--- config.mk ---
export PLATFORM = sky130hd
export DESIGN_NAME = bus_mux_reg
export DESIGN_NICKNAME = d
export VERILOG_FILES = /design/src/rtl/bus_mux_reg_pkg.sv /design/src/rtl/bus_mux_reg_conflict.sv /design/src/rtl/bus_mux_reg.sv
export SDC_FILE = /design/constraint.sdc
export NUM_CORES = 1
export LEC_CHECK = 0
export ABC_CLOCK_PERIOD_IN_PS = 3150
export CORE_ASPECT_RATIO = 1.25
export CORE_MARGIN = 4
export CORE_UTILIZATION = 33
export CTS_CLUSTER_DIAMETER = 60
export DETAILED_ROUTE_END_ITERATION = 6
export GPL_TIMING_DRIVEN = 0
export PLACE_DENSITY_LB_ADDON = 0.15
export RECOVER_POWER = 25
export SYNTH_ARGS = -nofsm -noshare
export SYNTH_HDL_FRONTEND = slang
export SYNTH_SLANG_ARGS = --single-unit
--- constraint.sdc ---
create_clock -name clk -period 3.15 [get_ports clk]
set_input_delay 0.4725 -clock clk [delete_from_list [all_inputs] [get_ports clk]]
set_output_delay 0.4725 -clock clk [all_outputs]
set_load 0.01 [all_outputs]
--- src/rtl/bus_mux_reg_pkg.sv ---
// bus_mux_reg_pkg: source codes shared by the bus multiplexer and its bench.
package bus_mux_reg_pkg;
    typedef enum logic [1:0] {
        SRC_NONE = 2'd0,
        SRC_DIN  = 2'd1,
        SRC_ALU  = 2'd2,
        SRC_REG  = 2'd3
    } bus_src_e;
endpackage

--- src/rtl/bus_mux_reg_conflict.sv ---
// bus_conflict_mon: sticky flag and saturating count of cycles with more than one bus source enabled.
module bus_conflict_mon #(
    parameter int CW = 8
) (
    input  logic          clk,
    input  logic          rst,
    input  logic          din_en,
    input  logic          gout,
    input  logic          rout_en,
    input  logic          clr_conflict,
    output logic          conflict,
    output logic [CW-1:0] conflict_cnt
);
    logic          hit;
    logic          conflict_d, conflict_q;
    logic [CW-1:0] cnt_d, cnt_q;
    always_comb begin
        hit        = (din_en & gout) | (din_en & rout_en) | (gout & rout_en);
        conflict_d = hit ? 1'b1 : clr_conflict ? 1'b0 : conflict_q;
        // a conflict in the clearing cycle restarts the count at one
        cnt_d      = hit ? (clr_conflict ? CW'(1) : (&cnt_q ? cnt_q : cnt_q + CW'(1)))
                         : (clr_conflict ? '0 : cnt_q);
    end
    always_ff @(posedge clk) begin
        if (rst) begin
            conflict_q <= 1'b0;
            cnt_q      <= '0;
        end else begin
            conflict_q <= conflict_d;
            cnt_q      <= cnt_d;
        end
    end
    assign conflict     = conflict_q;
    assign conflict_cnt = cnt_q;
endmodule

--- src/rtl/bus_mux_reg.sv ---
// bus_mux_reg: registered priority bus multiplexer (din > alu > register) with hold and conflict tracking.
module bus_mux_reg
    import bus_mux_reg_pkg::*;
#(
    parameter int             W          = 16,
    parameter int             NREG       = 8,
    parameter int             CW         = 8,
    parameter logic [W-1:0]   IDLE_VALUE = '0,
    localparam int            RW         = $clog2(NREG)
) (
    input  logic              clk,
    input  logic              rst,
    input  logic [W-1:0]      din,
    input  logic              din_en,
    input  logic [W-1:0]      aluout,
    input  logic              gout,
    input  logic [NREG*W-1:0] r_flat,
    input  logic [RW-1:0]     rout,
    input  logic              rout_en,
    input  logic              bus_hold,
    input  logic              clr_conflict,
    output logic [W-1:0]      buswires,
    output logic              bus_valid,
    output logic [1:0]        bus_src,
    output logic [RW-1:0]     bus_reg,
    output logic              conflict,
    output logic [CW-1:0]     conflict_cnt
);
    logic [W-1:0]  reg_val, sel_bus;
    logic          reg_ok;
    bus_src_e      sel_src;
    logic [W-1:0]  bus_d, bus_q;
    logic          valid_d, valid_q;
    bus_src_e      src_d, src_q;
    logic [RW-1:0] reg_d, reg_q;
    always_comb begin
        reg_val = IDLE_VALUE;
        for (int i = 0; i < NREG; i++)
            if (rout == RW'(i)) reg_val = r_flat[i*W +: W];
        // indices past NREG (non power-of-two NREG) select nothing
        reg_ok  = int'(rout) < NREG;
        sel_src = din_en ? SRC_DIN : gout ? SRC_ALU : (rout_en && reg_ok) ? SRC_REG : SRC_NONE;
        sel_bus = din_en ? din : gout ? aluout : (sel_src == SRC_REG) ? reg_val : IDLE_VALUE;
        bus_d   = bus_hold ? bus_q : sel_bus;
        valid_d = bus_hold ? valid_q : (sel_src != SRC_NONE);
        src_d   = bus_hold ? src_q : sel_src;
        reg_d   = bus_hold ? reg_q : (sel_src == SRC_REG) ? rout : '0;
    end
    always_ff @(posedge clk) begin
        if (rst) begin
            bus_q   <= IDLE_VALUE;
            valid_q <= 1'b0;
            src_q   <= SRC_NONE;
            reg_q   <= '0;
        end else begin
            bus_q   <= bus_d;
            valid_q <= valid_d;
            src_q   <= src_d;
            reg_q   <= reg_d;
        end
    end
    bus_conflict_mon #(.CW(CW)) u_mon (
        .clk          (clk),
        .rst          (rst),
        .din_en       (din_en),
        .gout         (gout),
        .rout_en      (rout_en),
        .clr_conflict (clr_conflict),
        .conflict     (conflict),
        .conflict_cnt (conflict_cnt)
    );
    assign buswires  = bus_q;
    assign bus_valid = valid_q;
    assign bus_src   = src_q;
    assign bus_reg   = reg_q;
endmodule

* Word level (Yosys, flattened, before mapping)
Index checks and enable logic that the tools add are counted.
** Word-level totals
- Flip-flop bits (word level) :: 31
- Input port bits :: 170
- Output and inout port bits :: 31
- Word-level logic and storage cells :: 47
** Cells by class
- Add/subtract/negate cells :: 1
- Eq/ne operators :: 9
- Mux-type cells :: 21
- Bitwise logic cells :: 5
- Reduce and logical (&&, ||, !) cells :: 5
** Operators by type and width (count)
- $mux 16 :: 11
- $mux 8 :: 4
- $eq 3x3->1 const B :: 4
- $add 8x1->8 const B :: 1
- $reduce_and 8->1 :: 1
- $eq 3x2->1 const B :: 2
- $mux 2 :: 3
- $reduce_bool 2->1 :: 2
- $and 1x1->1 :: 3
- $eq 3x1->1 const B :: 1
- $logic_not 3->1 :: 1
- $mux 3 :: 1
- $eq 2x2->1 const B :: 1
- $mux 1 :: 2
- $ne 2x2->1 const B :: 1
- $or 1x1->1 :: 2
- $reduce_and 2->1 :: 1

* Depth between registers and ports, before layout
- Word-level depth :: 12
- Gate-level depth with buffers :: 9
- Gate-level depth less buffers :: 6

* Cells and area by module
Synthesis repeated with hierarchy kept, for this count alone.
** Second synthesis, totals
- Cells, all modules :: 263
- Area, all modules :: 2509.9 um^2
** Modules (own cells, without submodules)
- bus_mux_reg :: instances 1, cells each 215, area each 2058.2 um^2, seq. area each 440.4 um^2
- bus_conflict_mon :: instances 1, cells each 48, area each 451.7 um^2, seq. area each 180.2 um^2

* Least setup slack after synthesis
OpenSTA, ideal clock, no wires.
- Path type :: in2reg
- From :: input rout[1]
- To :: register bus_q[11] (netlist: buswires[11])
- Library setup time :: 132 ps
- Data arrival time :: 1800 ps
- Required time :: 3018 ps
- Slack :: 1218 ps
- Stages on the path :: 6
- Buffers on the path :: 2
- Cells stage by stage :: buf_2 > buf_1 > mux4_2 > mux2_2 > a221oi_2 > nor3_1
** On the way
- Cells in the longest elaborated chain, start to end :: 12
- Elaborated cells between the ends (all ways) :: 19
- Classes of those cells :: 7 x eq/ne; 11 x mux; 1 x reduce/logical
** RTL lines
- start, declared :: line bus_mux_reg.sv:18 : input logic [RW-1:0] rout,
- $logic_not 3->1 :: line bus_mux_reg.sv:39 : if (rout == RW'(i)) reg_val = r_flat[i*W +: W];
- $mux 16 (7 in series) :: line bus_mux_reg.sv:39
- $mux 16 * :: line bus_mux_reg.sv:39
- $mux 16 * (3 in series) :: line bus_mux_reg.sv:43 : sel_bus = din_en ? din : gout ? aluout : (sel_src == SRC_REG) ? reg_val : IDLE_VALUE;
- end signal, assigned :: line bus_mux_reg.sv:56 : bus_q <= bus_d;
- end, declared :: line bus_mux_reg.sv:32 : logic [W-1:0] bus_d, bus_q;
Mark *: on every way between the ends. The rest lies on a longest branch, timed or not.
A chain may end at the register's enable or synchronous reset.

* Final worst setup path
- From :: input rout_en
- To :: register bus_q[10] (netlist: buswires[10])
** On the way
- Cells in the longest elaborated chain, start to end :: 7
** RTL lines
- start, declared :: line bus_mux_reg.sv:19 : input logic rout_en,
- $mux 2 (3 in series) :: line bus_mux_reg.sv:42 : sel_src = din_en ? SRC_DIN : gout ? SRC_ALU : (rout_en && reg_ok) ? SRC_REG : SRC_NONE;
- $eq 2x2->1 :: line bus_mux_reg.sv:43
- $mux 16 (3 in series) :: line bus_mux_reg.sv:43
No other way between the ends.

==> summary.txt <==
Final Cell Area -> 0.00479 mm2
Power Dens Cells -> 264 mW/mm2
Fin crit period -> 2.52 ns
Register area share after synthesis -> 0.236
Final worst setup slack -> 0.629 ns
Total core area -> 0.00779 mm2
#FFs+latches synth -> 31
Critical Path RT -> 3.36 ns
Count leader, synth -> o22ai_1
Drt pass-1 iters -> 4
Period utilization -> 0.800
CTS root buffer -> clkbuf_8
Syn Nets -> 478
Commonest register cell after synthesis -> dfxtp_1
Area of the multi-input gates -> 0.00182 mm2
Row cnt -> 36
Place WS -> 0.470 ns
Die Area -> 0.00947 mm2
Worst Path Class, Setup -> in -> reg
Hold Fails Final Rpt -> 0
Vias/cell -> 5.63
Drt wl/cell -> 19.8 um
Post-Route Skew -> 0.000468 ns
Distinct cells, synth -> 42
Total Power -> 1260 uW
Critical path data arrival time -> 2.73 ns
Fillers -> 725
Worst-Skew Late Latency -> 0.28 ns
Die W -> 87.8 um
Area contributors post-synth -> dfxtp_1, mux2_2, o22ai_1, mux4_2, mux2i_1
CTS tree -> done
Num CTS Buffers -> 5
Final setup fails -> 0
Initial antenna violation count -> 0
CTS H-Tree Depth -> 2
Die height -> 108 um
Hold WC Path Type -> reg -> reg
CP startpoint kind -> primary input
Final WL -> 11.9 mm
DRT iter0 DRCs -> 177
Critical path endpoint category -> flop
Share of layout cells above drive strength 1 -> 0.126
Worst Max-Slew Pin Slew -> 0.694 ns
HPWL Detailed -> 9.73 mm
GP Congestion -> 0.925
CTS Sinks -> 31
Largest net degree at the start of global routing -> 11
Hold buffer count at cts -> 0
Hold Worst Slack -> 0.468 ns
Unrepaired setup endpoints after global routing -> no
First-pass GRT wire length -> 17.7 mm
CTS Buffer Depth -> 2
Synthesis-to-layout area growth -> 82.1%
Commonest cells post-synth -> o22ai_1, dfxtp_1, mux2_2, a21oi_1, nor3_1
Post-CTS Setup Bufs -> 0
Syn avg cell area -> 8.56 um2
Yosys warning total -> 0
N_diodes -> 0
Num ports -> 201
Register area -> 621 um2
Asr flop ratio synth -> 0
Max reg flops -> 16
Max VDD drop -> 0.000206 V
FMAX -> 397 MHz
Synth top area share -> 0.236
Overall Global Routing Usage -> 0.245
EDFF count, synth -> 0
Clock slew at reported path FFs -> 0.06 ns
Max-slew violation count -> 0
DRT antenna net count -> 0
Crit-path max FO -> 10
Post-CTS sizing -> 0
Cell area after synthesis -> 0.00263 mm2
Placed inst area -> 0.00470 mm2
# DRC -> 0
Vias after detailed routing -> 3398
Max-slew headroom -> 0.535
TNS Setup -> 0 ns
Grt total ovfl -> 0
Vias in the first global route -> 3456
Number of buffers added on ports -> 195
Status -> finished clean
Nets -> 680
Cell taking the most area after synthesis -> dfxtp_1
Pleak -> 0.00173 uW
Total of max-cap violations -> 0
Post-Syn Instances -> 307
Initial Util -> 0.337
## where the power goes
group | leakage (uW) | total, uW | internal, uW | switching [uW]
sequential | 0.000255 | 426 | 414 | 12.2
combinational | 0.00142 | 526 | 328 | 198
clock | 0.0000470 | 312 | 171 | 141
total | 0.00173 | 1260 | 912 | 351
## cell type report
type | instances | area share
tap | 95 | 0.0248
sequential | 31 | 0.130
timing repair buffer | 195 | 0.408
buffer | 34 | 0.0358
clock inverter | 1 | 0.00105
clock buffer | 6 | 0.0173
multi-input combinational | 237 | 0.380
inverter | 5 | 0.00392
## routing by layer
metal  wire (um)  global-route usage  vias to the layer above
met5           0                   0                        -
met4         221              0.0691                        0
met3         857              0.0459                       16
met2        6360               0.452                      141
met1        4510               0.280                     1625
li1            -                   -                     1616
## worst paths after layout
check                                           from                            endpoint  slack, ns  depth (start not counted)
hold / removal                bus_valid$_SDFFE_PP0N_              bus_valid$_SDFFE_PP0N_       0.47                          2
hold reg to reg               bus_valid$_SDFFE_PP0N_              bus_valid$_SDFFE_PP0N_       0.47                          2
setup reg to reg  u_mon.conflict_cnt[0]$_SDFFE_PP0P_  u_mon.conflict_cnt[1]$_SDFFE_PP0P_       1.61                          6
setup / recovery                             rout_en           buswires[10]$_SDFFE_PP0N_       0.63                          7
## worst max-delay path, cell delays in order
cell and delay (ns):
dlygate4sd3_1 0.64, nor3b_2 0.63, buf_2 0.39, o221ai_1 0.17, a21oi_1 0.15, a221oi_1 0.11, nor3_1 0.16
## cell families (layout without fill, tap and decap cells)
family / after synthesis / after routing / share of synthesized area
buf+inv: 39 / 241 / 0.0723
flops: 31 / 31 / 0.236
fa+ha+maj: 2 / 2 / 0.00857
simple gates: 65 / 65 / 0.126
compound gates: 119 / 119 / 0.314
mux: 48 / 48 / 0.234
xor+xnor: 3 / 3 / 0.0100
## per-stage QoR
stage / std cells / utilization
2_1_floorplan: 307 / -
3_5_place_dp: 597 / 0.603
4_1_cts: 604 / 0.614
6_report: 604 / 0.614
5_1_grt: 604 / 0.614
3_3_place_gp: 597 / 0.603
## cells in the final DEF, fill, tap and decap left out, types with 3 or more instances in the layout
cell and instances:
a211oi_1 3, a21oi_1 22, a221oi_1 12, a221oi_2 4, buf_1 4, buf_2 8
buf_4 3, buf_6 3, clkbuf_1 16, clkbuf_8 6, clkdlybuf4s50_1 181, dfxtp_1 31
dlygate4sd3_1 14, inv_1 4, mux2_2 27, mux2i_1 13, mux4_2 8, nand2_1 8
nand2b_1 3, nand4_1 3, nor2_1 15, nor3_1 22, o21a_1 11, o21ai_0 14
o221ai_1 10, o22ai_1 37
Power figures use the tool's default switching activity.
